File: src/rtl/rv32i_mc_controller.sv
// Multicycle RV32I control unit: Moore FSM sequencing a shared-ALU,
// single-memory-port datapath, plus ALU and immediate decoders.
module rv32i_mc_controller (
    input  logic       clk,
    input  logic       rst_n,
    input  logic [6:0] op,
    input  logic [2:0] funct3,
    input  logic       funct7b5,
    input  logic       Zero,
    output logic       PCWrite,
    output logic       AdrSrc,
    output logic       MemWrite,
    output logic       IRWrite,
    output logic [1:0] ResultSrc,
    output logic [1:0] ALUSrcA,
    output logic [1:0] ALUSrcB,
    output logic       RegWrite,
    output logic [1:0] ImmSrc,
    output logic [2:0] ALUControl,
    output logic       Illegal,
    output logic [3:0] state
);

    localparam logic [3:0] S_FETCH    = 4'd0;
    localparam logic [3:0] S_DECODE   = 4'd1;
    localparam logic [3:0] S_MEMADR   = 4'd2;
    localparam logic [3:0] S_MEMREAD  = 4'd3;
    localparam logic [3:0] S_MEMWB    = 4'd4;
    localparam logic [3:0] S_MEMWRITE = 4'd5;
    localparam logic [3:0] S_EXECUTER = 4'd6;
    localparam logic [3:0] S_ALUWB    = 4'd7;
    localparam logic [3:0] S_EXECUTEI = 4'd8;
    localparam logic [3:0] S_JAL      = 4'd9;
    localparam logic [3:0] S_BEQ      = 4'd10;

    localparam logic [6:0] OP_LW  = 7'b0000011;
    localparam logic [6:0] OP_SW  = 7'b0100011;
    localparam logic [6:0] OP_R   = 7'b0110011;
    localparam logic [6:0] OP_I   = 7'b0010011;
    localparam logic [6:0] OP_JAL = 7'b1101111;
    localparam logic [6:0] OP_BR  = 7'b1100011;

    logic [3:0] state_q;
    logic [3:0] state_d;
    logic       is_ld;
    logic       is_st;
    logic       is_mem;
    logic       is_r;
    logic       is_i;
    logic       is_jal;
    logic       is_br;
    logic       legal;
    logic       pc_update;
    logic       branch;
    logic       ir_write;
    logic       reg_write;
    logic       mem_write;
    logic [1:0] alu_op;

    assign is_ld  = (op == OP_LW);
    assign is_st  = (op == OP_SW);
    assign is_mem = is_ld | is_st;
    assign is_r   = (op == OP_R);
    assign is_i   = (op == OP_I);
    assign is_jal = (op == OP_JAL);
    assign is_br  = (op == OP_BR);
    assign legal  = is_mem | is_r | is_i | is_jal | is_br;
    assign state  = state_q;

    always_ff @(posedge clk or negedge rst_n) begin
        if (!rst_n) state_q <= S_FETCH;
        else        state_q <= state_d;
    end

    always_comb begin
        state_d = S_FETCH;
        unique case (state_q)
            S_FETCH:  state_d = S_DECODE;
            S_DECODE: begin
                unique case (1'b1)
                    is_mem:  state_d = S_MEMADR;
                    is_r:    state_d = S_EXECUTER;
                    is_i:    state_d = S_EXECUTEI;
                    is_jal:  state_d = S_JAL;
                    is_br:   state_d = S_BEQ;
                    default: state_d = S_FETCH;
                endcase
            end
            S_MEMADR:   state_d = op[5] ? S_MEMWRITE : S_MEMREAD;
            S_MEMREAD:  state_d = S_MEMWB;
            S_EXECUTER: state_d = S_ALUWB;
            S_EXECUTEI: state_d = S_ALUWB;
            S_JAL:      state_d = S_ALUWB;
            default:    state_d = S_FETCH;
        endcase
    end

    always_comb begin
        pc_update = 1'b0;
        branch    = 1'b0;
        ir_write  = 1'b0;
        reg_write = 1'b0;
        mem_write = 1'b0;
        AdrSrc    = 1'b0;
        ResultSrc = 2'b00;
        ALUSrcA   = 2'b00;
        ALUSrcB   = 2'b00;
        alu_op    = 2'b00;
        unique case (state_q)
            S_FETCH: begin
                ir_write  = 1'b1;
                pc_update = 1'b1;
                ALUSrcB   = 2'b10;
                ResultSrc = 2'b10;
            end
            S_DECODE: begin
                ALUSrcA = 2'b01;
                ALUSrcB = 2'b01;
            end
            S_MEMADR: begin
                ALUSrcA = 2'b10;
                ALUSrcB = 2'b01;
            end
            S_MEMREAD: AdrSrc = 1'b1;
            S_MEMWB: begin
                ResultSrc = 2'b01;
                reg_write = 1'b1;
            end
            S_MEMWRITE: begin
                AdrSrc    = 1'b1;
                mem_write = 1'b1;
            end
            S_EXECUTER: begin
                ALUSrcA = 2'b10;
                alu_op  = 2'b10;
            end
            S_EXECUTEI: begin
                ALUSrcA = 2'b10;
                ALUSrcB = 2'b01;
                alu_op  = 2'b10;
            end
            S_JAL: begin
                ALUSrcA   = 2'b01;
                ALUSrcB   = 2'b10;
                pc_update = 1'b1;
            end
            S_ALUWB: reg_write = 1'b1;
            S_BEQ: begin
                ALUSrcA = 2'b10;
                alu_op  = 2'b01;
                branch  = 1'b1;
            end
            default: ;
        endcase
    end

    // Write enables are gated so nothing commits while reset is held.
    assign PCWrite  = rst_n & (pc_update | (branch & (Zero ^ funct3[0])));
    assign IRWrite  = rst_n & ir_write;
    assign RegWrite = rst_n & reg_write;
    assign MemWrite = rst_n & mem_write;
    assign Illegal  = rst_n & (state_q == S_DECODE) & ~legal;

    always_comb begin
        ALUControl = 3'b000;
        unique case (alu_op)
            2'b01: ALUControl = 3'b001;
            2'b10: begin
                unique case (funct3)
                    3'b000:  ALUControl = (op[5] & funct7b5) ? 3'b001 : 3'b000;
                    3'b010:  ALUControl = 3'b101;
                    3'b110:  ALUControl = 3'b011;
                    3'b111:  ALUControl = 3'b010;
                    default: ALUControl = 3'b000;
                endcase
            end
            default: ALUControl = 3'b000;
        endcase
    end

    always_comb begin
        ImmSrc = 2'b00;
        unique case (1'b1)
            is_ld | is_i: ImmSrc = 2'b00;
            is_st:        ImmSrc = 2'b01;
            is_br:        ImmSrc = 2'b10;
            is_jal:       ImmSrc = 2'b11;
            default:      ImmSrc = 2'b00;
        endcase
    end

endmodule

File: config.mk
export PLATFORM = sky130hd
export DESIGN_NAME = rv32i_mc_controller
export DESIGN_NICKNAME = d
export VERILOG_FILES = /design/src/rtl/rv32i_mc_controller.sv
export SDC_FILE = /design/constraint.sdc
export NUM_CORES = 1
export LEC_CHECK = 0
export CAP_MARGIN = 20
export CORE_UTILIZATION = 39
export CTS_CLUSTER_SIZE = 24
export DETAILED_ROUTE_END_ITERATION = 8
export PLACE_DENSITY = 0.83
export SLEW_MARGIN = 10
export SYNTH_ARGS = -nofsm -noshare
export SYNTH_HDL_FRONTEND = slang
export SYNTH_SLANG_ARGS = --single-unit
File: constraint.sdc
create_clock -name clk -period 2.85 [get_ports clk]
set_input_delay 0.57 -clock clk [delete_from_list [all_inputs] [get_ports clk]]
set_output_delay 0.57 -clock clk [all_outputs]
set_load 0.02 [all_outputs]
==> results of run 1 <==
## cell usage in the layout (no fill, tap or decap), types with 3 or more instances in the layout
master and count:
xor2_1 3, nor3_1 5, buf_4 11, clkbuf_4 3
dlymetal6s2s_1 3, nand2_1 3, nand2b_1 4, inv_1 4
clkdlybuf4s50_1 30, a21oi_1 4, nand3_1 4, nor2_1 9
dfrtp_1 4
## metal layers
layer / vias up / share of wire (%)
met5: - / 0
met4: 0 / 0
met3: 0 / 2.7
met2: 16 / 52
met1: 334 / 45
li1: 381 / -
## cells by family (layout without fill, tap and decap cells)
family	after synthesis	after routing	synth area share, %
buf+inv	9	53	6.65
flops	4	4	17.2
fa+ha+maj	3	3	6.22
compound gates	16	16	20.2
simple gates	42	42	42.3
xor+xnor	5	5	7.51
## cell type report
cell class | count | area share, %
clock buffers | 3 | 2.18
inverters | 5 | 1.82
multi-input cells | 66 | 43.0
flip-flops and latches | 4 | 9.69
well taps | 15 | 1.82
repair buffers | 45 | 41.5
## path summary, 6_finish.rpt
path | startpoint | endpoint | depth (start not counted)
worst max register to register | state[1] | state[1] | 4
min in group asynchronous | rst_n | state[3] | 2
worst min-delay path | state[2] | state[2] | 2
max in group asynchronous | rst_n | state[2] | 2
worst min register to register | state[2] | state[2] | 2
worst max-delay path | op[3] | ImmSrc[1] | 6
## where the power goes
group          leakage (nW)  switching [mW]  internal (mW)
clock                0.0138          0.0188         0.0468
sequential           0.0530         0.00800         0.0670
combinational         0.388           0.204          0.183
total                 0.455           0.231          0.297
## through the flow
step / hold slack [ns] / area (sq um)
6_report: 0.619 / 1030
5_1_grt: 0.652 / 1030
4_1_cts: 0.623 / 1030
3_5_place_dp: 0.619 / 1000
3_3_place_gp: 0.603 / 1000
2_1_floorplan: 0.274 / 583
## worst min-delay path, stage by stage, from the launching register on
cell      delay [ns]
dfrtp_1         0.34
or3b_4          0.15
o211ai_1        0.08
==> impl_metrics.json, run 1 <==
{
  "status": "completed",
  "wl_per_cell_microns": 13.0,
  "r2r_setup_slack_ns": 1.43,
  "yosysWarnings": 0,
  "regArea_sq_um": 100,
  "routabilityCongestion": 0.760,
  "dpl.hpwl_microns": 1470,
  "portBuffers": 34,
  "drt-pass1-iter-count": 4,
  "timing.final.ws_setup_ns": 0.106,
  "drt_iter0_markers": 2,
  "fin_nets": 141,
  "leakage_nw": 0.455,
  "syn_inst": 79,
  "initial_core_util_pct": 43.2,
  "core_area_sq_mm": 0.00135,
  "clock-root-buffer": "clkbuf_4",
  "ir_drop_uv": 455,
  "row_count": 13,
  "cp_slowest_cell": "clkdlybuf4s50_1",
  "crit_chain": "clkdlybuf4s50_1 > buf_4 > xnor2_1 > nand2_1 > nor2_1 > clkdlybuf4s50_1",
  "finalPower_mw": 0.527,
  "ys_seq_elements": 4,
  "drc_errors": 0,
  "path_delay_family": "buffers and inverters",
  "diodes": 0,
  "syn_nets": 95,
  "die_y_microns": 40.7,
  "track_usage_pct": 26.1,
  "ios": 35,
  "met3_usage_pct": 7.07,
  "worstSetupStartpointType": "primary input",
  "cts_tree": "done",
  "antenna_found_initial": 0,
  "hold_path.class": "flop to flop",
  "dpl.cell_count": 135,
  "path_buf_inv": 3,
  "avgSynthCellArea_sq_um": 7.38,
  "synth-main-ff-cell": "dfrtp_1",
  "place_worst_setup_slack_ns": 0.0235,
  "ant_nets": 0,
  "cts_buffers": 3,
  "grt_max_degree": 16,
  "clock_path_buffers": 2,
  "setup_viol": 0,
  "cts-htree-levels": 1,
  "finalCritPeriodShare_pct": 96.3,
  "critPathMostFrequentCell": "clkdlybuf4s50_1",
  "synth_top_area_share_pct": 17.2,
  "cts_sinks": 4,
  "syn_to_final_growth_pct": 77.3,
  "postCtsHoldBufs": 0,
  "grt_pass1_wl_microns": 2830,
  "grt_pass1_vias": 643,
  "finalCriticalPeriod_ns": 2.74,
  "largest_reg_flops": 4,
  "ys_seq_area_share_pct": 17.2,
  "vias_per_cell": 5.30,
  "grt-ovfl-total": 0,
  "dieArea_sq_mm": 0.00165,
  "synthTopCellsByCount": "nor2_1 (9), nor3_1 (5)",
  "met2_usage_pct": 42.9,
  "yosys.cell_count.top_type": "nor2_1",
  "cts_resized": 1,
  "finalSetupTns_ns": 0,
  "finalNonFillerCells": 138,
  "synthTopCellsByArea": "dfrtp_1 (17%), nor2_1 (5.8%), xor2_1 (4.5%), ha_1 (4.3%), nand2b_1 (4.3%)",
  "p_per_area_mw_per_mm2": 510,
  "max_freq_mhz": 364,
  "critical_path_class": "primary input to output pin",
  "met1_usage_pct": 31.8,
  "ys_types": 38,
  "nFillCells": 103,
  "grt_setup_unrepaired": "false",
  "drv_cap": 0,
  "hold_violations": 0,
  "cp-end-kind": "output pin",
  "fin_skew_ns": 0.00204,
  "cts_setup_buffers": 0,
  "utilization_pct": 76.6,
  "required_ns": 2.28,
  "cp_max_fo": 4,
  "synth_area_sq_um": 583,
  "max-slew-margin-rel_pct": 70.7,
  "path_clk_slew_ns": 0.03,
  "multi_input_area_sq_um": 444,
  "fp.dieW_microns": 40.7,
  "synth_area_leader_cell": "dfrtp_1",
  "finalMaxSlewViolations": 0,
  "drt-total-wl_microns": 1790,
  "grt-busiest-layer": "met2",
  "crit_arrival_ns": 2.17,
  "insertion_delay_ns": 0.23,
  "worst_pin_slew_ns": 0.429,
  "drive_gt1_share_pct": 17.1,
  "vias": 731,
  "synth_edf_count": 0,
  "critPathMaxStageDelay_ns": 0.60,
  "synthArstFlopShare_pct": 100
}
Note: power is estimated with default switching activity, not from simulation.
==> inputs of run 2 (changes only) <==
Settings changed: SETUP_SLACK_MARGIN from default to 0.4.
==> impl_metrics.json, run 2 (synthesis gave the netlist of run 1 again) <==
{
  "fin_skew_ns": 0.00204,
  "timing.final.ws_setup_ns": 0.419,
  "required_ns": 2.28,
  "vias_per_cell": 5.35,
  "finalCritPeriodShare_pct": 85.3,
  "drt_iter0_markers": 13,
  "drive_gt1_share_pct": 23.4,
  "p_switching_mw": 0.233,
  "hold_ws_ns": 0.621,
  "comb_power_share_pct": 72.7,
  "cp_max_fo": 3,
  "setup_viol": 0,
  "crit_arrival_ns": 1.86,
  "initial_core_util_pct": 43.2,
  "sw_frac_of_total_pct": 45.2,
  "worstSetupStartpoint": "state[2]",
  "drt-pass1-iter-count": 4,
  "critical_path_class": "flop to output pin",
  "cts_tree": "done",
  "ios": 35,
  "fin_nets": 142,
  "finalMaxSlewViolations": 0,
  "cts-htree-levels": 1,
  "cp-end-kind": "output pin",
  "antenna_found_initial": 0,
  "seqPwrFrac_pct": 14.5,
  "hold_path.class": "flop to flop",
  "vias": 744,
  "clock-root-buffer": "clkbuf_4",
  "status": "completed",
  "dieArea_sq_mm": 0.00165,
  "ir_drop_uv": 458,
  "finalCriticalPeriod_ns": 2.43,
  "final_common_cell": "clkdlybuf4s50_1",
  "grt_pass1_wl_microns": 2840,
  "portBuffers": 34,
  "grt_max_degree": 16,
  "max-slew-margin-rel_pct": 82.8,
  "path_clk_slew_ns": 0.03,
  "min_from": "state[2]",
  "wl_per_cell_microns": 13.3,
  "clkPwrFrac_pct": 12.7,
  "grt_pass1_vias": 643,
  "crit_chain": "or3b_4 > a21oi_2 > inv_1 > ha_1 > a21oi_1 > clkbuf_2",
  "finalSetupTns_ns": 0,
  "routabilityCongestion": 0.760,
  "dpl.hpwl_microns": 1470,
  "clock_path_buffers": 2,
  "track_usage_pct": 26.2,
  "max_freq_mhz": 411,
  "final_cell_mix": "clkdlybuf4s50_1 (20), buf_4 (13), nor2_1 (9)",
  "largest_reg_flops": 4,
  "dpl.cell_count": 135,
  "place_worst_setup_slack_ns": 0.0235,
  "core_area_sq_mm": 0.00135,
  "syn_to_final_growth_pct": 74.9,
  "p_int_mw": 0.283,
  "grt_setup_unrepaired": "true",
  "ant_nets": 0,
  "drt-total-wl_microns": 1850,
  "critPathMaxStageDelay_ns": 0.42,
  "p_per_area_mw_per_mm2": 506,
  "hold_violations": 0,
  "drc_errors": 0,
  "worstSetupStartpointType": "flop",
  "die_y_microns": 40.7,
  "grt-ovfl-total": 0,
  "cts_sinks": 4,
  "worst_pin_slew_ns": 0.254,
  "finalNonFillerCells": 139,
  "cp_slowest_cell": "or3b_4",
  "fp.dieW_microns": 40.7,
  "leakage_nw": 0.466,
  "postCtsHoldBufs": 0,
  "drv_cap": 0,
  "row_count": 13,
  "diodes": 0,
  "rr_startpoint": "state[1]",
  "cts_buffers": 3,
  "insertion_delay_ns": 0.23
}
## run 2: cell types whose count changed in the layout (fill, tap and decap cells not counted)
cell,delta
a2111oi_0,-1
a2111oi_2,+1
buf_2,+3
buf_4,+2
clkbuf_2,+2
clkdlybuf4s15_1,+1
clkdlybuf4s50_1,-10
dlygate4sd2_1,+2
dlymetal6s2s_1,+1
## run 2: power groups by stage
stage	combinational (mW)	sequential (mW)	clock, mW
2_1_floorplan	0.186	0.0932	0
3_3_place_gp	0.378	0.0747	0
3_5_place_dp	0.388	0.0753	0
4_1_cts	0.377	0.0747	0.0701
5_1_grt	0.411	0.0760	0.0714
6_report	0.375	0.0749	0.0656
## run 2: worst paths after layout
check,endpoint,cells after the start,slack (ns)
setup reg to reg,state[1],4,1.44
max in group asynchronous,state[2],2,2.02
hold / removal,state[2],2,0.62
setup / recovery,ALUControl[0],6,0.42
hold reg to reg,state[2],2,0.62
min in group asynchronous,state[3],2,0.73
## run 2: what timing repair did
action / in CTS / in global routing
setup buffers: 0 / 1
gates resized for setup: 23 / 12
pin swaps: 0 / 1
endpoints found under the setup margin: 10 / 10
## run 2: layout make-up
cell class                 count  area, sq um
tap                           15         18.8
sequential                     4          100
inverter                       5         18.8
clock buffer                   3         22.5
fill                         103          330
timing repair buffer          46          409
multi-input combinational     66          450
## run 2: critical path: cells and delay by family, from the launching register on
kind,cells,cell delay [ns]
buffers and inverters,2,0.25
AO/OA/AOI/OAI,2,0.29
AND/OR/NAND/NOR,1,0.42
flip-flops,1,0.37
adder cells (fa/ha/maj),1,0.31
## run 2: per-stage QoR
stage               utilization, %  area (sq um)  power (mW)
floorplan                        -           583       0.279
global placement              74.4          1000       0.453
detailed placement            74.4          1000       0.463
CTS                           75.2          1010       0.522
global route                  75.5          1020       0.558
finish                        75.5          1020       0.516
## run 2: routing by layer
metal	vias to the layer above	part of all wire (%)	global-route usage (%)
met5	-	0	0
met4	0	0	10.8
met3	0	4.0	7.07
met2	18	52	42.9
met1	345	44	32.1
li1	381	-	-
==> inputs of run 3 (changes only) <==
Settings changed: PLACE_DENSITY 0.83 to 0.86.
Clock period 2.85 ns to 3.05 ns, I/O delays scaled along.
==> impl_metrics.json, run 3 (synthesis gave the netlist of run 1 again) <==
{
  "clock_path_buffers": 2,
  "vias_per_cell": 5.64,
  "finalSetupTns_ns": 0,
  "status": "completed",
  "grt_max_degree": 16,
  "cp-endpoint": "Illegal",
  "path_clk_slew_ns": 0.04,
  "fp.dieW_microns": 40.7,
  "clock-root-buffer": "clkbuf_4",
  "cp-end-kind": "output pin",
  "setup_viol": 0,
  "vias": 772,
  "fin_nets": 140,
  "cp_max_fo": 7,
  "largest_reg_flops": 4,
  "cts-htree-levels": 1,
  "finalMaxSlewViolations": 0,
  "track_usage_pct": 25.2,
  "antenna_found_initial": 0,
  "rr_startpoint": "state[1]",
  "r2r_setup_slack_ns": 1.64,
  "worstSetupStartpoint": "op[6]",
  "drc_errors": 0,
  "dpl.hpwl_microns": 1550,
  "core_area_sq_mm": 0.00135,
  "portBuffers": 34,
  "drt_iter0_markers": 20,
  "hold_ws_ns": 0.621,
  "drive_gt1_share_pct": 19.7,
  "timing.final.ws_setup_ns": 0.383,
  "final_cell_mix": "clkdlybuf4s50_1 (25), buf_4 (10), nor2_1 (9)",
  "wl_per_cell_microns": 14.2,
  "diodes": 0,
  "grt_pass1_vias": 650,
  "worstSetupStartpointType": "primary input",
  "insertion_delay_ns": 0.25,
  "ios": 35,
  "routabilityCongestion": 0.806,
  "drt-pass1-iter-count": 4,
  "ir_drop_uv": 359,
  "initial_core_util_pct": 43.2,
  "leakage_nw": 0.428,
  "required_ns": 2.44,
  "place_worst_setup_slack_ns": 0.0928,
  "utilization_pct": 74.8,
  "drt-total-wl_microns": 1950,
  "hold_violations": 0,
  "syn_to_final_growth_pct": 73.2,
  "p_per_area_mw_per_mm2": 490,
  "grt_setup_unrepaired": "true",
  "crit_arrival_ns": 2.06,
  "dieArea_sq_mm": 0.00165,
  "die_y_microns": 40.7,
  "max-slew-margin-rel_pct": 79.9,
  "r2r_cells": 4,
  "critical_path_class": "primary input to output pin",
  "drv_cap": 0,
  "max_freq_mhz": 375,
  "worst_pin_slew_ns": 0.301,
  "worstReg2RegEnd": "state[1]",
  "cts_tree": "done",
  "cts_buffers": 3,
  "ant_nets": 0,
  "fin_skew_ns": 0.00750,
  "final_common_cell": "clkdlybuf4s50_1",
  "hold_path.class": "flop to flop",
  "cts_sinks": 4,
  "nFillCells": 107,
  "row_count": 13,
  "finalCritPeriodShare_pct": 87.4,
  "grt_pass1_wl_microns": 2670,
  "grt-ovfl-total": 0,
  "finalCriticalPeriod_ns": 2.67
}
[run 3: cell type report]
class	count	area (sq um)	area share (%)
sequential	4	100	9.91
inverter	5	18.8	1.86
tap	15	18.8	1.86
multi-input combinational	66	453	44.9
clock buffer	3	22.5	2.23
timing repair buffer	44	397	39.3
[run 3: what timing repair did]
action,CTS,global route
hold buffers,0,0
gates cloned,0,0
gates resized for setup,10,6
endpoints found under the setup margin,9,4
setup buffers,0,1
[run 3: metal layers]
layer	wire, microns	vias to the layer above	global-route usage, %	part of all wire [%]
met5	0	-	0	0
met4	48	0	13.3	2.5
met3	55	6	4.89	2.8
met2	1020	23	44.0	52
met1	828	370	28.6	42
li1	-	373	-	-
[run 3: power breakdown]
part	leakage, nW	internal [mW]	switching, mW	total (mW)
combinational	0.361	0.164	0.178	0.342
clock	0.0138	0.0444	0.0268	0.0711
sequential	0.0530	0.0623	0.0194	0.0817
total	0.428	0.270	0.224	0.494
[run 3: worst min path at each step]
stage               cells past startpoint       end     start
global route                            2  state[2]  state[1]
floorplan                               0  state[0]     rst_n
finish                                  2  state[2]  state[1]
global placement                        2  state[2]  state[2]
detailed placement                      2  state[2]  state[2]
CTS                                     2  state[2]  state[2]
[run 3: metrics by stage]
step           std cells  total power [mW]  instance area, sq um
6_report             137             0.494                  1010
5_1_grt              137             0.528                  1010
4_1_cts              136             0.497                  1000
3_5_place_dp         133             0.430                   990
3_3_place_gp         133             0.421                   990
2_1_floorplan         79             0.261                   583
[run 3: critical path: stages]
cell and delay [ns]:
clkdlybuf4s50_1 0.54, nand3_1 0.18, nor2_1 0.08, nor4b_1 0.28
dlygate4sd2_1 0.37
